### src/rtl/break_arb.sv
// break_arb: data-break (DMA) arbiter between NCH peripheral channels and the
// CPU state machine's single break port. It picks one requester, with fixed or
// round-robin priority, and presents that channel's address, data and direction
// on the break port. Once the state machine finishes the cycle, it returns the
// read data and a one-cycle ack to the owner. Bursts are bounded by BURST.
module break_arb #(
  parameter int NCH   = 2,
  parameter int AW    = 15,
  parameter int DW    = 12,
  parameter int RR    = 0,
  parameter int BURST = 4
) (
  input  logic              clk,
  input  logic              resetn,
  input  logic [NCH-1:0]    ch_req,
  input  logic [NCH-1:0]    ch_to_mem,
  input  logic [NCH*AW-1:0] ch_addr,
  input  logic [NCH*DW-1:0] ch_wdata,
  output logic [NCH-1:0]    ch_ack,
  output logic [DW-1:0]     ch_rdata,
  output logic [NCH-1:0]    grant,
  output logic              data_break,
  output logic              to_mem,
  output logic [AW-1:0]     dma_addr,
  output logic [DW-1:0]     dma_wdata,
  input  logic              break_in_prog,
  input  logic [DW-1:0]     mem_rdata
);

  localparam int IW = (NCH > 1) ? $clog2(NCH) : 1;

  typedef enum logic [1:0] {
    S_IDLE = 2'd0,
    S_REQ  = 2'd1,
    S_BRK  = 2'd2,
    S_ACK  = 2'd3
  } state_t;

  state_t         r_state;
  logic [NCH-1:0] r_grant;
  logic [NCH-1:0] r_ack;
  logic [DW-1:0]  r_rdata;
  logic           r_break;
  logic           r_to_mem;
  logic [AW-1:0]  r_addr;
  logic [DW-1:0]  r_wdata;
  logic [3:0]     r_burst;
  logic [IW-1:0]  r_ptr;
  logic [IW-1:0]  r_own;

  logic           w_found;
  logic [IW-1:0]  w_win;
  int             w_idx;
  logic [AW-1:0]  w_win_addr;
  logic [DW-1:0]  w_win_wdata;
  logic [AW-1:0]  w_own_addr;
  logic [DW-1:0]  w_own_wdata;
  logic [3:0]     w_burst_inc;
  logic           w_burst_more;

  // One-hot decode of a channel index.
  function automatic logic [NCH-1:0] onehot(input logic [IW-1:0] idx);
    logic [NCH-1:0] oh;
    oh = '0;
    for (int i = 0; i < NCH; i++) begin
      oh[i] = (IW'(i) == idx);
    end
    return oh;
  endfunction

  // Winner search: lowest index, or starting one past the last granted channel.
  always_comb begin
    w_found = 1'b0;
    w_win   = '0;
    w_idx   = 0;
    for (int k = 0; k < NCH; k++) begin
      if (RR != 0) begin
        w_idx = int'(r_ptr) + 1 + k;
        if (w_idx >= NCH) begin
          w_idx = w_idx - NCH;
        end else begin
          w_idx = w_idx;
        end
      end else begin
        w_idx = k;
      end
      if (!w_found && ch_req[IW'(w_idx)]) begin
        w_found = 1'b1;
        w_win   = IW'(w_idx);
      end else begin
        w_found = w_found;
      end
    end
  end

  assign w_win_addr   = ch_addr[w_win*AW +: AW];
  assign w_win_wdata  = ch_wdata[w_win*DW +: DW];
  assign w_own_addr   = ch_addr[r_own*AW +: AW];
  assign w_own_wdata  = ch_wdata[r_own*DW +: DW];
  assign w_burst_inc  = r_burst + 4'd1;
  assign w_burst_more = (w_burst_inc < 4'(BURST));

  // Break sequencer: arbitration, break handshake, ack and burst accounting.
  always_ff @(posedge clk or negedge resetn) begin
    if (!resetn) begin
      r_state  <= S_IDLE;
      r_grant  <= '0;
      r_ack    <= '0;
      r_rdata  <= '0;
      r_break  <= 1'b0;
      r_to_mem <= 1'b0;
      r_addr   <= '0;
      r_wdata  <= '0;
      r_burst  <= 4'd0;
      r_ptr    <= IW'(NCH - 1);
      r_own    <= '0;
    end else begin
      case (r_state)
        S_IDLE: begin
          r_ack <= '0;
          if (w_found) begin
            r_state  <= S_REQ;
            r_own    <= w_win;
            r_grant  <= onehot(w_win);
            r_break  <= 1'b1;
            r_to_mem <= ch_to_mem[w_win];
            r_addr   <= w_win_addr;
            r_wdata  <= w_win_wdata;
            r_burst  <= 4'd0;
          end else begin
            r_grant  <= '0;
            r_break  <= 1'b0;
            r_to_mem <= 1'b0;
            r_addr   <= '0;
            r_wdata  <= '0;
          end
        end
        S_REQ: begin
          if (break_in_prog) begin
            r_state <= S_BRK;
          end else if (!ch_req[r_own]) begin
            // Owner withdrew before the cycle started: drop without ack.
            r_state  <= S_IDLE;
            r_grant  <= '0;
            r_break  <= 1'b0;
            r_to_mem <= 1'b0;
            r_addr   <= '0;
            r_wdata  <= '0;
          end else begin
            r_state <= S_REQ;
          end
        end
        S_BRK: begin
          if (!break_in_prog) begin
            r_state <= S_ACK;
            r_rdata <= mem_rdata;
            r_ack   <= r_grant;
            r_break <= 1'b0;
          end else begin
            r_state <= S_BRK;
          end
        end
        S_ACK: begin
          r_ack <= '0;
          if (ch_req[r_own] && w_burst_more) begin
            // Burst continuation: same owner, fresh address/data, no arbitration.
            r_state  <= S_REQ;
            r_break  <= 1'b1;
            r_burst  <= w_burst_inc;
            r_to_mem <= ch_to_mem[r_own];
            r_addr   <= w_own_addr;
            r_wdata  <= w_own_wdata;
          end else begin
            r_state  <= S_IDLE;
            r_burst  <= 4'd0;
            r_grant  <= '0;
            r_ptr    <= r_own;
            r_to_mem <= 1'b0;
            r_addr   <= '0;
            r_wdata  <= '0;
          end
        end
        default: begin
          r_state <= S_IDLE;
          r_ack   <= '0;
          r_break <= 1'b0;
          r_grant <= '0;
        end
      endcase
    end
  end

  assign ch_ack     = r_ack;
  assign ch_rdata   = r_rdata;
  assign grant      = r_grant;
  assign data_break = r_break;
  assign to_mem     = r_to_mem;
  assign dma_addr   = r_addr;
  assign dma_wdata  = r_wdata;

endmodule
### config.mk
export PLATFORM = sky130hd
export DESIGN_NAME = break_arb
export DESIGN_NICKNAME = d
export VERILOG_FILES = /design/src/rtl/break_arb.sv
export SDC_FILE = /design/constraint.sdc
export NUM_CORES = 1
export LEC_CHECK = 0
export CORE_AREA = 2 2 73 75
export CTS_BUF_LIST = sky130_fd_sc_hd__clkbuf_8
export CTS_CLUSTER_SIZE = 14
export DETAILED_ROUTE_END_ITERATION = 10
export DIE_AREA = 0 0 75 77
export PLACE_DENSITY = 0.86
export SLEW_MARGIN = 15
export SYNTH_ARGS = -nofsm -noshare
export SYNTH_HDL_FRONTEND = slang
export SYNTH_SLANG_ARGS = --single-unit
### constraint.sdc
create_clock -name clk -period 3.35 [get_ports clk]
set_clock_uncertainty 0.15 [all_clocks]
set_input_delay 0.67 -clock clk [delete_from_list [all_inputs] [get_ports clk]]
set_output_delay 0.67 -clock clk [all_outputs]
set_load 0.01 [all_outputs]
Yosys cells after proc, flatten, opt, wreduce, memory -nomap -nowiden
Index checks and enable logic that the tools add are counted.

Flip-flop bits (word level): 51. Bits of input ports: 73. Output and inout bits: 45. Logic and storage cells: 69.

Add/sub/neg operators: 1. Order comparisons: 1. Eq/ne operators: 9. Multiplexer cells: 36. Bitwise gates (word level): 1. Reduce and logical (&&, ||, !) cells: 12.

Operator list (number): 15-bit two-way mux (4); 12-bit two-way mux (4); 15-bit case mux with 3 select lines (1); 12-bit case mux with 3 select lines (1); 1-bit two-way mux (12); 2-bit two-way mux (6); 2-bit inequality test (second input constant) (6); 4-bit two-way mux (2); 2-bit case mux with 4 select lines (1); 4-bit case mux with 2 select lines (1); 4-bit AND reduction (2); 2-bit case mux with 3 select lines (1); 2-bit AND reduction (3); 4-bit by 1-bit adder with 4-bit output (second input constant) (1); 2-bit == test (second input constant) (2); 4-bit by 3-bit < comparator with 1-bit output (second input constant) (1); 1-bit case mux with 4 select lines (1); 2-bit case mux with 2 select lines (1); 2-bit nonzero test (2); 1-bit case mux with 3 select lines (1); 3-bit AND reduction (1); 3-bit nonzero test (1); 2-bit by 1-bit == test with 1-bit output (second input constant) (1); 2-bit zero test (1); 3 further kinds (3).

Logic depth before layout (Yosys ltp)
Gate-level depths: netlist of the first run.

Word-level depth: 5. Mapped depth: 7. Mapped depth without buffers: 6.

Worst setup path before layout of the first run
OpenSTA, ideal clock, no wires.

Path kind: input to register. Start: input ch_req[0]. End: register r_addr[10], in the netlist dma_addr[10]. Setup time: 121 ps. Arrival: 1597 ps. Required time: 3079 ps. Path slack: 1482 ps. Cell stages on the path: 6. Buffers on the path: 3. Cell sequence: buf_6 -> o21ai_1 -> nand2b_1 -> buf_6 -> buf_4 -> a22o_1.

Word-level cells in the longest chain between the ends: 3. Elaborated cells between the ends (all ways): 7. Classes of those cells: 1 x eq/ne; 4 x mux; 2 x reduce/logical.

RTL lines: from (decl) (RTL line 15) `input logic [NCH-1:0] ch_req,`; 1-bit two-way mux / 1-bit logical AND (equally long branches) (RTL line 87, 165); 15-bit two-way mux, on equally long branches (RTL line 121, 165); 15-bit case mux with 3 select lines (RTL line 118) `case (r_state)`; to (signal assigned) (RTL line 127) `r_addr <= w_win_addr;`; to (signal assigned) (RTL line 171) `r_addr <= w_own_addr;`; to (decl) (RTL line 45) `logic [AW-1:0] r_addr;`.

Parallel ways exist; a longest one is shown, timed or not. A chain may end at the register's enable or synchronous reset.

Final worst setup path of the first run
Start: input ch_req[0]. End: register r_wdata[1], in the netlist dma_wdata[1].

Word-level cells in the longest chain between the ends: 3. Elaborated cells between the ends (all ways): 7. Classes of those cells: 1 x eq/ne; 4 x mux; 2 x reduce/logical.

RTL lines: 1-bit two-way mux / 1-bit logical AND (equally long branches) (RTL line 87, 165); 12-bit two-way mux, on equally long branches (RTL line 121, 165); 12-bit case mux with 3 select lines (RTL line 118); to (signal assigned) (RTL line 128) `r_wdata <= w_win_wdata;`; to (signal assigned) (RTL line 172) `r_wdata <= w_own_wdata;`; to (decl) (RTL line 46) `logic [DW-1:0] r_wdata;`.

Parallel ways exist; a longest one is shown, timed or not.

==> results by group, run 1 <==
Status
  – Outcome: finished clean

GRT
  – Largest net degree at the start of global routing: 50
  – GR Overflow Total: 0
  – Vias in the first global route: 1501
  – Initial antenna violation count: 0
  – Total track usage: 16.6%
  – Global-route wire length before repair: 7290 um

Yosys
  – Area share of fa/ha/maj cells after synthesis: 3.65%
  – FFs w/ async S/R, synth: 100%
  – Simple-gate share of the synthesized area: 4.87%
  – Unique masters post-synth: 35
  – Yosys warns: 0
  – Synth Register Bits: 49
  – Post-synthesis mux area share: 8.10%
  – Mapped Area: 0.00205 mm2
  – Largest family of logic cells by synthesized area: compound AO/OA/AOI/OAI gates
  – Mapped Cells: 146
  – Xor and xnor area share after synthesis: 0%
  – Number of synthesized flops with an enable pin: 0
  – Mapped Avg Cell Area: 14.1 um2
  – Register area share after synthesis: around three fifths
  – Ys flop type: dfrtp_1
  – Post-synthesis compound-gate area fraction: 19.2%

Die
  – Initial Utilization: between 40% and 50%
  – CORE AREA: 0.00498 mm2
  – Die Ht: 77 um
  – Die X: about 75 um
  – Die Footprint: between 0.005 and 0.006 mm2
  – Placement row count: 26
  – # IOs: 118

Place
  – Hpwl dp: 3360 um
  – Worst slack at placement: 0.546 ns
  – Placed cells: 297
  – Port Buf Inserts: 86
  – Placer Congestion: 0.788

Final layout
  – Share of layout cells above drive strength 1: 13.2%
  – Fin nets: 313
  – Final core utilization: 61.7%
  – # diodes: 0
  – Synth-to-Final Area Change: 49.5%
  – Most common cell after layout, fill and taps aside: clkdlybuf4s50_1
  – Commonest non-fill, non-tap cells in the layout: clkdlybuf4s50_1 (85), dfrtp_1 (49), a22o_1 (28)
  – Layout Cells excl Fill: 305

Job
  – MaxCap Viol Count: 0

STA
  – Slew HR: 53.0%
  – Tcrit/Tclk final: ~74%
  – Slew @ Worst Pin: 0.703 ns
  – Setup TNS: 0 ns
  – Setup slack after layout: between 0.8 and 0.9 ns
  – RSZ-0062 raised after global routing: no
  – Final min period: 2.48 ns
  – Endpoints failing hold: 0
  – Final setup vio count: 0
  – FMAX: between 400 and 500 MHz
  – Max-slew violations: 0

Worst setup path
  – Crit-path max FO: 27
  – Critical setup path kind: in2reg
  – Worst setup EP type: flop
  – RR Startpoint: r_state[0]
  – CP startpoint kind: input port
  – Required time worst endpoint: between 3 and 4 ns
  – Worst setup path startpoint: ch_req[0]
  – CP arrival: 2.56 ns

Detailed routing
  – Vias per cell: 4.93
  – DRC violations left: 0
  – Routed WL: 4570 um
  – Final ANT Viol Nets: 0
  – Via Count: 1503
  – DR iter-0 viols: 77
  – Detail-routed net length per standard cell: 15.0 um
  – Drt first pass iters: 4

Clock tree
  – CTS buffer count: 5
  – Clk buf depth: 2
  – Root buf cell: clkbuf_8
  – # Post-CTS Setup Buffers: 0
  – # clock sinks: 49
  – Clock latency on the worst-skew pair: 0.30 ns
  – H-tree Lvls: 2
  – CTS tree: done
  – # hold bufs at CTS: 0
  – Post-CTS sizing: 0
  – Worst-path clk slew: 0.09 ns

Power and ir drop
  – VDD IR-drop max: approximately 0.00037 V
  – Power Density: 897 mW/mm2
  – Leakage: between 1 and 1.5 nW

Worst hold path
  – HP Class: in2async
sequential cells by signal, indices dropped and copies added (netlist names), named ones only:
signal,flops
grant,1
to_mem,1
dma_wdata,12
ch_ack,1
r_burst,4
dma_addr,15
ch_rdata,12
data_break,1
r_state,1
through the flow:
| stage | power [mW] | hold WS, ns | cell area (um2) |
|---|---|---|---|
| 2_1_floorplan | 1.70 | 0.224 | 2060 |
| 5_1_grt | 2.94 | 0.262 | 3070 |
| 6_report | 2.76 | 0.216 | 3070 |
| 3_3_place_gp | 2.31 | 0.323 | 2950 |
| 3_5_place_dp | 2.35 | 0.337 | 2950 |
| 4_1_cts | 2.79 | 0.357 | 3070 |
worst max-delay path, stage by stage:
cell	delay, ns
clkdlybuf4s50_1	0.67
and3_1	0.25
o211ai_2	0.12
a21oi_4	0.60
a22o_1	0.24
cell type report:
| cell class | instances | area, um2 |
|---|---|---|
| fillers | 410 | 1910 |
| flip-flops and latches | 49 | 1230 |
| repair buffers | 89 | 881 |
| multi-input cells | 86 | 744 |
| well taps | 70 | 87.6 |
| clock buffers | 6 | 82.6 |
| clock inverters | 2 | 37.5 |
| inverters | 3 | 11.3 |
logic make-up (layout without fill, tap and decap cells):
group	after synthesis	count (layout)
buffers and inverters	12	100
and+or+nand+nor	17	17
other	1	2
DFF	49	49
AOI/OAI and AO/OA	46	46
adders and majority gates	6	6
muxes	15	15
power breakdown:
part           internal [mW]  switching (mW)
registers              0.853           0.156
logic                  0.764           0.550
clock network          0.243           0.190
metal layers:
layer | GRT usage (%) | up-vias | share of wire, %
li1 | - | 714 | -
met1 | 20.1 | 729 | 41
met2 | 27.8 | 50 | 51
met3 | 4.60 | 10 | 6.1
met4 | 5.71 | 0 | 1.7
met5 | 0 | - | 0
Yosys cell counts, types with 2 or more instances:
master	number	area [um2]
o21ai_1	2	10.0
inv_1	3	11.3
buf_6	4	45.0
a22o_1	28	245
mux2i_1	2	20.0
dfrtp_1	49	1230
nor2_1	2	7.51
nand2b_1	3	18.8
mux2_2	13	146
nand2_1	4	15.0
and3_1	2	12.5
and2_1	2	12.5
buf_4	3	22.5
ha_1	6	75.1
a21oi_1	3	15.0
final timing paths:
kind	slack, ns	end	depth (start not counted)
min in group clk	0.35	to_mem	1
min	0.22	dma_addr[4]	1
max in group asynchronous	2.42	ch_rdata[6]	1
max	0.87	dma_wdata[1]	5
min reg2reg	0.35	to_mem	1
max reg2reg	1.19	dma_wdata[1]	5
Power figures use the tool's default switching activity.
==> run 2: changes to the inputs <==
--- a/config.mk
+++ b/config.mk
@@ -5,12 +5,12 @@
 export SDC_FILE = /design/constraint.sdc
 export NUM_CORES = 1
 export LEC_CHECK = 0
-export CORE_AREA = 2 2 73 75
+export CORE_AREA = 2 2 80 82
 export CTS_BUF_LIST = sky130_fd_sc_hd__clkbuf_8
 export CTS_CLUSTER_SIZE = 14
 export DETAILED_ROUTE_END_ITERATION = 10
-export DIE_AREA = 0 0 75 77
-export PLACE_DENSITY = 0.86
+export DIE_AREA = 0 0 82 84
+export PLACE_DENSITY = 0.76
 export SLEW_MARGIN = 15
 export SYNTH_ARGS = -nofsm -noshare
 export SYNTH_HDL_FRONTEND = slang
==> constraint.sdc (replaced) <==
create_clock -name clk -period 2.2 [get_ports clk]
set_clock_uncertainty 0.15 [all_clocks]
set_input_delay 0.44 -clock clk [delete_from_list [all_inputs] [get_ports clk]]
set_output_delay 0.44 -clock clk [all_outputs]
set_load 0.01 [all_outputs]
==> results by group, run 2 (same netlist as run 1, synthesis figures left out) <==
Clock tree
  – Post-CTS sizing: 0 (unchanged)
  – # hold bufs at CTS: 1 (+1)
  – # Post-CTS Setup Buffers: 0 (unchanged)
  – # clock sinks: 49 (unchanged)
  – H-tree Lvls: 2 (unchanged)
  – Worst-path clk slew: 0.08 ns (about the same)
  – CTS tree: done
  – Root buf cell: clkbuf_8
  – Clk buf depth: 2 (unchanged)
  – Clock latency on the worst-skew pair: 0.30 ns (about the same)
  – CTS buffer count: 5 (unchanged)

GRT
  – Met2 GRT Util: 22.5% (-5.3 points)
  – Global-route wire length before repair: 7520 um (+3.2%)
  – GR Overflow Total: 0 (unchanged)
  – Initial antenna violation count: 0 (unchanged)
  – Most Used Layer, Global Route: met2
  – Met3 Usage GRT: 4.00% (-0.59 points)
  – Met1 Usage GRT: 18.8% (-1.3 points)
  – Total track usage: 14.1% (-2.5 points)
  – Vias in the first global route: 1516 (+1.0%)
  – Largest net degree at the start of global routing: 32 (-36%)

STA
  – Tcrit/Tclk final: 84.8%
  – Final min period: about 1.9 ns
  – Endpoints failing hold: 0 (unchanged)
  – Final setup vio count: 0 (unchanged)
  – RSZ-0062 raised after global routing: no
  – Setup TNS: 0 ns (unchanged)
  – Hold WS: 0.349 ns (+0.133 ns)
  – Max-slew violations: 0 (unchanged)
  – FMAX: 536 MHz

Power and ir drop
  – Combinational share of power: 50.2% (+2.5 points)
  – VDD IR-drop max: 0.000621 V (+70%)
  – Clock network fraction of total power: 13.0% (-2.7 points)
  – Reg power frac: 36.8% (+0.2 points)
  – Int Power: 2.77 mW (+49%)
  – Switching share of power: 33.1% (+0.61 points)
  – Leakage: 1.38 nW (+1.5%)
  – Power Density: 1330 mW/mm2 (+48%)
  – Sw power: 1.37 mW (+53%)

Worst setup path
  – CP arrival: 1.95 ns (-0.61 ns)
  – CP startpoint kind: flop
  – Critical setup path kind: reg2reg
  – Kind of cell adding the most delay to the critical path: compound AO/OA/AOI/OAI gates
  – Max incr delay on CP: 0.44 ns (-0.23 ns)
  – Worst path cell trace: ha_1, nor3b_2, a31oi_2, a21oi_4, buf_12, a22o_1
  – Crit-path max FO: 27 (unchanged)
  – Required time worst endpoint: 2.28 ns (-1.16 ns)
  – Worst setup path startpoint: r_state[0]
  – CP max stage cell: dfrtp_1
  – WP buf/inv: 1 (unchanged)
  – Path depth of the worst reg2reg path: 6 (+1)
  – Reg2reg setup slack: 0.33 ns (-0.86 ns)
  – Worst setup EP type: flop
  – RR Startpoint: r_state[0]
  – RR Endpoint: dma_addr[3]

Worst hold path
  – Worst hold path depth: 1
  – Worst hold start: to_mem
  – HP Class: reg2reg
  – Min-Delay Endpoint: to_mem

Detailed routing
  – Via Count: 1537 (+2.3%)
  – Detail-routed net length per standard cell: 14.5 um (-3.4%)
  – Final ANT Viol Nets: 0 (unchanged)
  – DRC violations left: 0 (unchanged)
  – DR iter-0 viols: 62 (-19%)
  – Vias per cell: 4.86 (-1.3%)
  – Drt first pass iters: 4 (unchanged)
  – Routed WL: 4570 um (about the same)

Final layout
  – Commonest non-fill, non-tap cells in the layout: clkdlybuf4s50_1 (85), dfrtp_1 (49), a22o_1 (28)
  – Fin nets: 318 (+1.6%)
  – Max FFs per register: 15 (unchanged)
  – Synth-to-Final Area Change: 52.1%
  – Number of fillers in the final layout: 545 (+33%)
  – Share of layout cells above drive strength 1: 14.2% (+1.0 points)
  – # diodes: 0 (unchanged)
  – Final Cell Area: 0.00312 mm2 (+1.8%)
  – Most common cell after layout, fill and taps aside: clkdlybuf4s50_1

Die
  – Die Footprint: 0.00689 mm2 (+19%)
  – Die Ht: 84 um (+9.1%)
  – CORE AREA: 0.00610 mm2 (+22%)
  – Placement row count: 29 (+12%)
  – Die X: 82 um (+9.3%)
  – # IOs: 118 (unchanged)
  – Initial Utilization: 33.7% (-7.6 points)

Place
  – Placer Congestion: 0.779 (-1.2%)
  – Port Buf Inserts: 86 (unchanged)
  – Hpwl dp: 3320 um (-1.1%)
  – Placed cell area: 0.00302 mm2 (+2.6%)

Job
  – MaxCap Viol Count: 0 (unchanged)

Status
  – Outcome: finished clean
## run 2: changes by cell type in the layout (fill, tap and decap cells not counted)
cell	previous run	this run
buf_12	0	3
buf_2	0	1
bufinv_16	1	0
dlygate4sd3_1	0	1
## run 2: through the flow
step,power [mW],instances,util (%),setup slack (ns)
finish,4.14,316,51.3,0.333
global route,4.43,316,51.3,0.167
CTS,4.21,316,51.3,0.307
detailed placement,3.65,308,49.6,0.0122
global placement,3.60,308,49.6,0.0376
floorplan,2.59,147,-,0.384
## run 2: power by group through the flow
stage	registers [mW]	logic, mW	clock network (mW)
2_1_floorplan	1.71	0.881	0
3_3_place_gp	1.53	2.08	0
3_5_place_dp	1.55	2.10	0
4_1_cts	1.53	2.12	0.559
5_1_grt	1.58	2.25	0.600
6_report	1.52	2.08	0.537
## run 2: worst max path at each step
stage,slack (ns),to,cells after the start
6_report,0.33,dma_addr[3],6
5_1_grt,0.17,grant[0],6
4_1_cts,0.31,dma_addr[3],6
3_5_place_dp,0.01,dma_addr[3],6
3_3_place_gp,0.04,dma_wdata[9],6
2_1_floorplan,0.38,ch_rdata[0],5
## run 2: per-layer routing
| metal | share of wire [%] | wire (um) |
|---|---|---|
| met1 | 44 | 1990 |
| met2 | 50 | 2300 |
| met3 | 5.0 | 229 |
| met4 | 1.1 | 50 |
| met5 | 0 | 0 |
## run 2: final cells by class
cell class	count	area [um2]	area share (%)
Clock inverter	1	7.51	0.240
Multi-Input combinational cell	86	744	23.8
Clock buffer	6	82.6	2.64
Inverter	3	11.3	0.360
Sequential cell	49	1230	39.2
Tap cell	77	96.3	3.08
Timing Repair Buffer	94	956	30.6
==> run 3: changes to the inputs <==
--- a/config.mk
+++ b/config.mk
@@ -5,12 +5,12 @@
 export SDC_FILE = /design/constraint.sdc
 export NUM_CORES = 1
 export LEC_CHECK = 0
-export CORE_AREA = 2 2 80 82
+export CORE_AREA = 2 2 76 78
 export CTS_BUF_LIST = sky130_fd_sc_hd__clkbuf_8
 export CTS_CLUSTER_SIZE = 14
 export DETAILED_ROUTE_END_ITERATION = 10
-export DIE_AREA = 0 0 82 84
-export PLACE_DENSITY = 0.76
+export DIE_AREA = 0 0 78 80
+export PLACE_DENSITY = 0.8
 export SLEW_MARGIN = 15
 export SYNTH_ARGS = -nofsm -noshare
 export SYNTH_HDL_FRONTEND = slang
==> constraint.sdc (replaced) <==
create_clock -name clk -period 1.88 [get_ports clk]
set_clock_uncertainty 0.15 [all_clocks]
set_input_delay 0.376 -clock clk [delete_from_list [all_inputs] [get_ports clk]]
set_output_delay 0.376 -clock clk [all_outputs]
set_load 0.01 [all_outputs]
==> results by group, run 3 (same netlist as run 1, synthesis figures left out) <==
Place
  – Port Buf Inserts: 86 (unchanged)
  – Placed cell area: 0.00306 mm2 (+1.3%)
  – Placed cells: 309 (+0.32%)
  – Hpwl dp: 3240 um (-2.7%)
  – Worst slack at placement: -0.244 ns (-0.256 ns)
  – Placer Congestion: 0.708 (-9.1%)

STA
  – Final min period: 1.82 ns (-0.0511 ns)
  – Hold WS: 0.340 ns (-0.00848 ns)
  – FMAX: 551 MHz (+2.8%)
  – Endpoints failing hold: 0 (unchanged)
  – Tcrit/Tclk final: 96.6% (+12 points)
  – Max-slew violations: 0 (unchanged)
  – Setup TNS: 0 ns (unchanged)
  – Setup slack after layout: 0.0646 ns (-0.269 ns)
  – Final setup vio count: 0 (unchanged)

Detailed routing
  – Routed WL: 4870 um (+6.5%)
  – Final ANT Viol Nets: 0 (unchanged)
  – DRC violations left: 0 (unchanged)
  – Via Count: 1606 (+4.5%)
  – Drt first pass iters: 4 (unchanged)
  – Detail-routed net length per standard cell: 15.1 um (+4.2%)
  – Vias per cell: 4.97 (+2.2%)
  – DR iter-0 viols: 89 (+44%)

Worst setup path
  – Critical setup path kind: reg2reg
  – Required time worst endpoint: 1.91 ns (-0.37 ns)
  – CP startpoint kind: flop
  – CP arrival: 1.84 ns (-0.11 ns)
  – Worst setup EP type: flop
  – Crit-path max FO: 4 (-85%)

Clock tree
  – CTS tree: done
  – Clock latency on the worst-skew pair: 0.29 ns (about the same)
  – Root buf cell: clkbuf_8
  – # clock sinks: 49 (unchanged)
  – H-tree Lvls: 2 (unchanged)
  – Worst-path clk slew: 0.08 ns (about the same)
  – CTS buffer count: 5 (unchanged)
  – Clk buf depth: 2 (unchanged)

Status
  – Outcome: finished clean

Power and ir drop
  – Int Power: 3.52 mW (+27%)
  – Switching share of power: 32.4% (-0.76 points)
  – Power Density: 1580 mW/mm2 (+19%)
  – VDD IR-drop max: 0.000727 V (+17%)
  – Total power draw: 5.21 mW (+26%)
  – Reg power frac: 34.7% (-2.1 points)
  – Combinational share of power: 52.8% (+2.6 points)
  – Clock network fraction of total power: 12.5% (-0.5 points)
  – Leakage: 1.48 nW (+6.6%)
  – Sw power: 1.69 mW (+23%)

Final layout
  – Multi-input logic area: 768 um2 (+3.2%)
  – Most common cell after layout, fill and taps aside: clkdlybuf4s50_1
  – Layout Cells excl Fill: 323 (+2.2%)
  – Number of fillers in the final layout: 443 (-19%)
  – Commonest non-fill, non-tap cells in the layout: clkdlybuf4s50_1 (84), dfrtp_1 (48), a22o_1 (28)
  – Synth-to-Final Area Change: 60.2%
  – Final core utilization: 60.9% (+9.6 points)
  – Register area: 0.00123 mm2 (+0.10%)
  – Fin nets: 329 (+3.5%)
  – # diodes: 0 (unchanged)
  – Final Cell Area: 0.00329 mm2 (+5.3%)
  – Max FFs per register: 15 (unchanged)
  – Share of layout cells above drive strength 1: 21.1% (+6.9 points)

Job
  – MaxCap Viol Count: 0 (unchanged)

Die
  – CORE AREA: 0.00541 mm2 (-11%)
  – Die X: 78 um (-4.9%)
  – Die Ht: 80 um (-4.8%)
  – Placement row count: 27 (-6.9%)
  – Die Footprint: 0.00624 mm2 (-9.4%)
  – Initial Utilization: 38.0% (+4.3 points)
  – # IOs: 118 (unchanged)

GRT
  – GR Overflow Total: 0 (unchanged)
  – Initial antenna violation count: 0 (unchanged)
  – Vias in the first global route: 1588 (+4.7%)
  – Global-route wire length before repair: 7600 um (+1.0%)
  – Total track usage: 15.4% (+1.3 points)
  – Largest net degree at the start of global routing: 50 (+56%)

Worst hold path
  – HP Class: reg2reg
==> run 3: repair_timing <==
item	in CTS	in global routing
hold endpoints to repair	49	0
hold buffers	1	0
setup buffers	0	2
setup endpoints to repair	0	33
gates resized for setup	0	9
==> run 3: layout make-up <==
class,count,share of cell area [%]
clock buffer,7,2.93
clock inverter,1,0.152
inverter,3,0.342
multi-input combinational,86,23.3
sequential,49,37.3
tap,72,2.74
timing repair buffer,105,33.2
==> run 3: path summary, 6_finish.rpt <==
check / startpoint / end / slack, ns / cells after the start
max in group asynchronous: resetn / r_state[0] / 0.90 / 3
hold reg to reg: to_mem / to_mem / 0.34 / 1
setup / recovery: r_burst[0] / r_state[0] / 0.06 / 5
min in group asynchronous: resetn / dma_addr[11] / 0.45 / 3
setup reg to reg: r_burst[0] / r_state[0] / 0.06 / 5
hold / removal: to_mem / to_mem / 0.34 / 1
==> run 3: worst max-delay path, cell delays in order (launching register included) <==
cell and delay, ns:
dfrtp_1 0.42, ha_1 0.23, and3_1 0.19, o21ai_1 0.17
a21boi_1 0.19, o32a_1 0.35
==> run 3: layer usage <==
layer	part of all wire [%]	wire length (um)	up-vias	global-route usage, %
met5	0	0	-	0
met4	1.3	64	0	5.26
met3	4.8	234	7	3.51
met2	50	2440	52	26.3
met1	44	2130	798	19.4
li1	-	-	749	-
==> run 3: power by group through the flow <==
stage / clock network (mW) / logic (mW) / registers (mW)
floorplan: 0 / 1.03 / 2.00
global placement: 0 / 2.47 / 1.79
detailed placement: 0 / 2.50 / 1.81
CTS: 0.680 / 2.52 / 1.79
global route: 0.729 / 2.97 / 1.87
finish: 0.652 / 2.75 / 1.81
==> RTL edit (flow settings as in run 3) <==
Make the reset (`resetn`) synchronous in one clocked block.
--- a/src/rtl/break_arb.sv
+++ b/src/rtl/break_arb.sv
@@ -101,7 +101,7 @@
   assign w_burst_more = (w_burst_inc < 4'(BURST));
 
   // Break sequencer: arbitration, break handshake, ack and burst accounting.
-  always_ff @(posedge clk or negedge resetn) begin
+  always_ff @(posedge clk) begin
     if (!resetn) begin
       r_state  <= S_IDLE;
       r_grant  <= '0;
Behaviour: differs if resetn is asserted again (counterexample within 4 cycles, from zero or initial values and one cycle with resetn low); with resetn held inactive, the same outputs for 10 cycles.
==> RTL edit against run 3 <==
  * The flow now finishes with violations (setup timing)
  * Sequential cell count is the same
  * Critical path type unchanged
  * Wire length up 7.7%
  * Setup slack lost 0.098 ns
  * Core utilization increased by 1.8 points
  * Hold slack lost 0.021 ns
  * Maximum frequency shrank 5.1%
  * Critical path depth grew 2
  * Critical endpoint is now dma_wdata[11]
  * Cell area grew 3.0%
  * Area after synthesis grew 5.8%
Power is not compared: it rests on default switching activity, and its combinational part moved more than twofold at a synthesized area within 25%.
==> RTL edit: results (changes against run 3) <==
{| class="wikitable"
! Metric !! Value
|-
| Status || finished with violations
|-
| Violated checks || setup timing
|-
| Count of distinct cell types in the synthesized netlist || 34 (-2.9%)
|-
| Number of gates given a new drive strength after cts || 8 (+8)
|-
| Total via count after detailed routing || 1874 (+17%)
|-
| Proportion of synthesized flip-flops having asynchronous set or reset || 0% (-100 points)
|-
| Multiplexer share of the synthesized area || 13.4% (+5.3 points)
|-
| Worst setup timing slack at the placement stage || -0.440 ns (-0.196 ns)
|-
| Primary FF master, synth || sky130_fd_sc_hd__dfxtp_1
|-
| Critical-path cell with the highest stage delay || sky130_fd_sc_hd__or3b_4
|-
| Number of antenna cells inserted || 0 (unchanged)
|-
| Drt wl/cell || 13.5 µm (-10%)
|-
| Share of synthesized area occupied by flip-flops and latches || 45.1% (-15 points)
|-
| Post-CTS Setup Bufs || 2 (+2)
|-
| Arrival time reported for the critical path endpoint || 1.96 ns (+0.12 ns)
|-
| Top cell family by delay on the critical path || simple AND/OR/NAND/NOR gates
|-
| Total routing resource utilization after global routing || 17.1% (+1.6 points)
|-
| Synthesized netlist cell count || 219 (+50%)
|-
| Final HPWL DP || 3740 µm (+16%)
|-
| # setup viols final || 27 (+27)
|-
| Cell Area, Placed || 0.00320 mm² (+4.6%)
|-
| CP max FO || 23 (+19)
|-
| Fraction of the mapped netlist area in compound gates || 10.8% (-8.5 points)
|-
| Number of port buffers || 86 (unchanged)
|-
| Synth Area in Adders || 2.88% (-0.78 points)
|-
| Accumulated negative setup slack || -0.502 ns (-0.502 ns)
|-
| Via count of the first global-routing pass || 1834 (+15%)
|-
| Wire length of the first global-routing pass || 8450 µm (+11%)
|-
| Drt via density || 4.83 (-2.9%)
|-
| Top cells by area, synth || sky130_fd_sc_hd__dfxtp_1 45%, sky130_fd_sc_hd__mux2i_1 13%, sky130_fd_sc_hd__nor3b_1 9.3%, sky130_fd_sc_hd__nand2_1 5.4%, sky130_fd_sc_hd__a21boi_0 4.5%
|-
| Xor and xnor fraction of the mapped netlist area || 0% (unchanged)
|-
| Maximum cell stage delay along the critical path || 0.38 ns (-0.04 ns)
|-
| Number of DRC markers in iteration 0 || 41 (-54%)
|-
| Clock transition time at the flip-flop clock pins of the worst setup and hold paths || 0.08 ns (about the same)
|-
| Fraction of final layout cells sized beyond drive strength 1 || 15.5% (-5.6 points)
|-
| Most frequent cells after synthesis || 49 x sky130_fd_sc_hd__dfxtp_1, 31 x sky130_fd_sc_hd__nand2_1, 28 x sky130_fd_sc_hd__mux2i_1, 27 x sky130_fd_sc_hd__nor3b_1, 13 x sky130_fd_sc_hd__a21boi_0
|-
| Yosys warning total || 0 (unchanged)
|-
| Worst path setup slack after routing || -0.0334 ns (-0.0980 ns)
|-
| Final weighted congestion in routability-driven placement || 0.738 (+4.3%)
|-
| Total placed cells including tap cells || 377 (+22%)
|-
| Pin count of the biggest net entering global routing || 28 (-44%)
|}
## RTL edit: path summary, 6_finish.rpt
| check | start | endpoint | slack (ns) | cells after the start |
|---|---|---|---|---|
| setup reg to reg | register | dma_wdata[11] | -0.03 | 7 |
| hold reg to reg | data_break | data_break | 0.32 | 2 |
| setup / recovery | register | dma_wdata[11] | -0.03 | 7 |
| hold / removal | data_break | data_break | 0.32 | 2 |
## RTL edit: routing by layer
layer  up-vias  routed length [µm]  GRT usage [%]
li1        949                   -              -
met1       864                2290           19.8
met2        55                2620           30.7
met3         6                 277           4.19
met4         0                  61           5.79
met5         -                   0              0
## RTL edit: tightest hold or removal path: stages (launching register included)
cell and delay (ns):
sky130_fd_sc_hd__dfxtp_1 0.33, sky130_fd_sc_hd__inv_1 0.05, sky130_fd_sc_hd__a21oi_1 0.05
## RTL edit: cell type report
class	count	area, µm²
clock buffer	5	68.8
timing repair buffer	104	1060
tap	72	90.1
inverter	4	17.5
fill	473	2020
sequential	49	986
clock inverter	3	13.8
multi-input combinational	151	1160
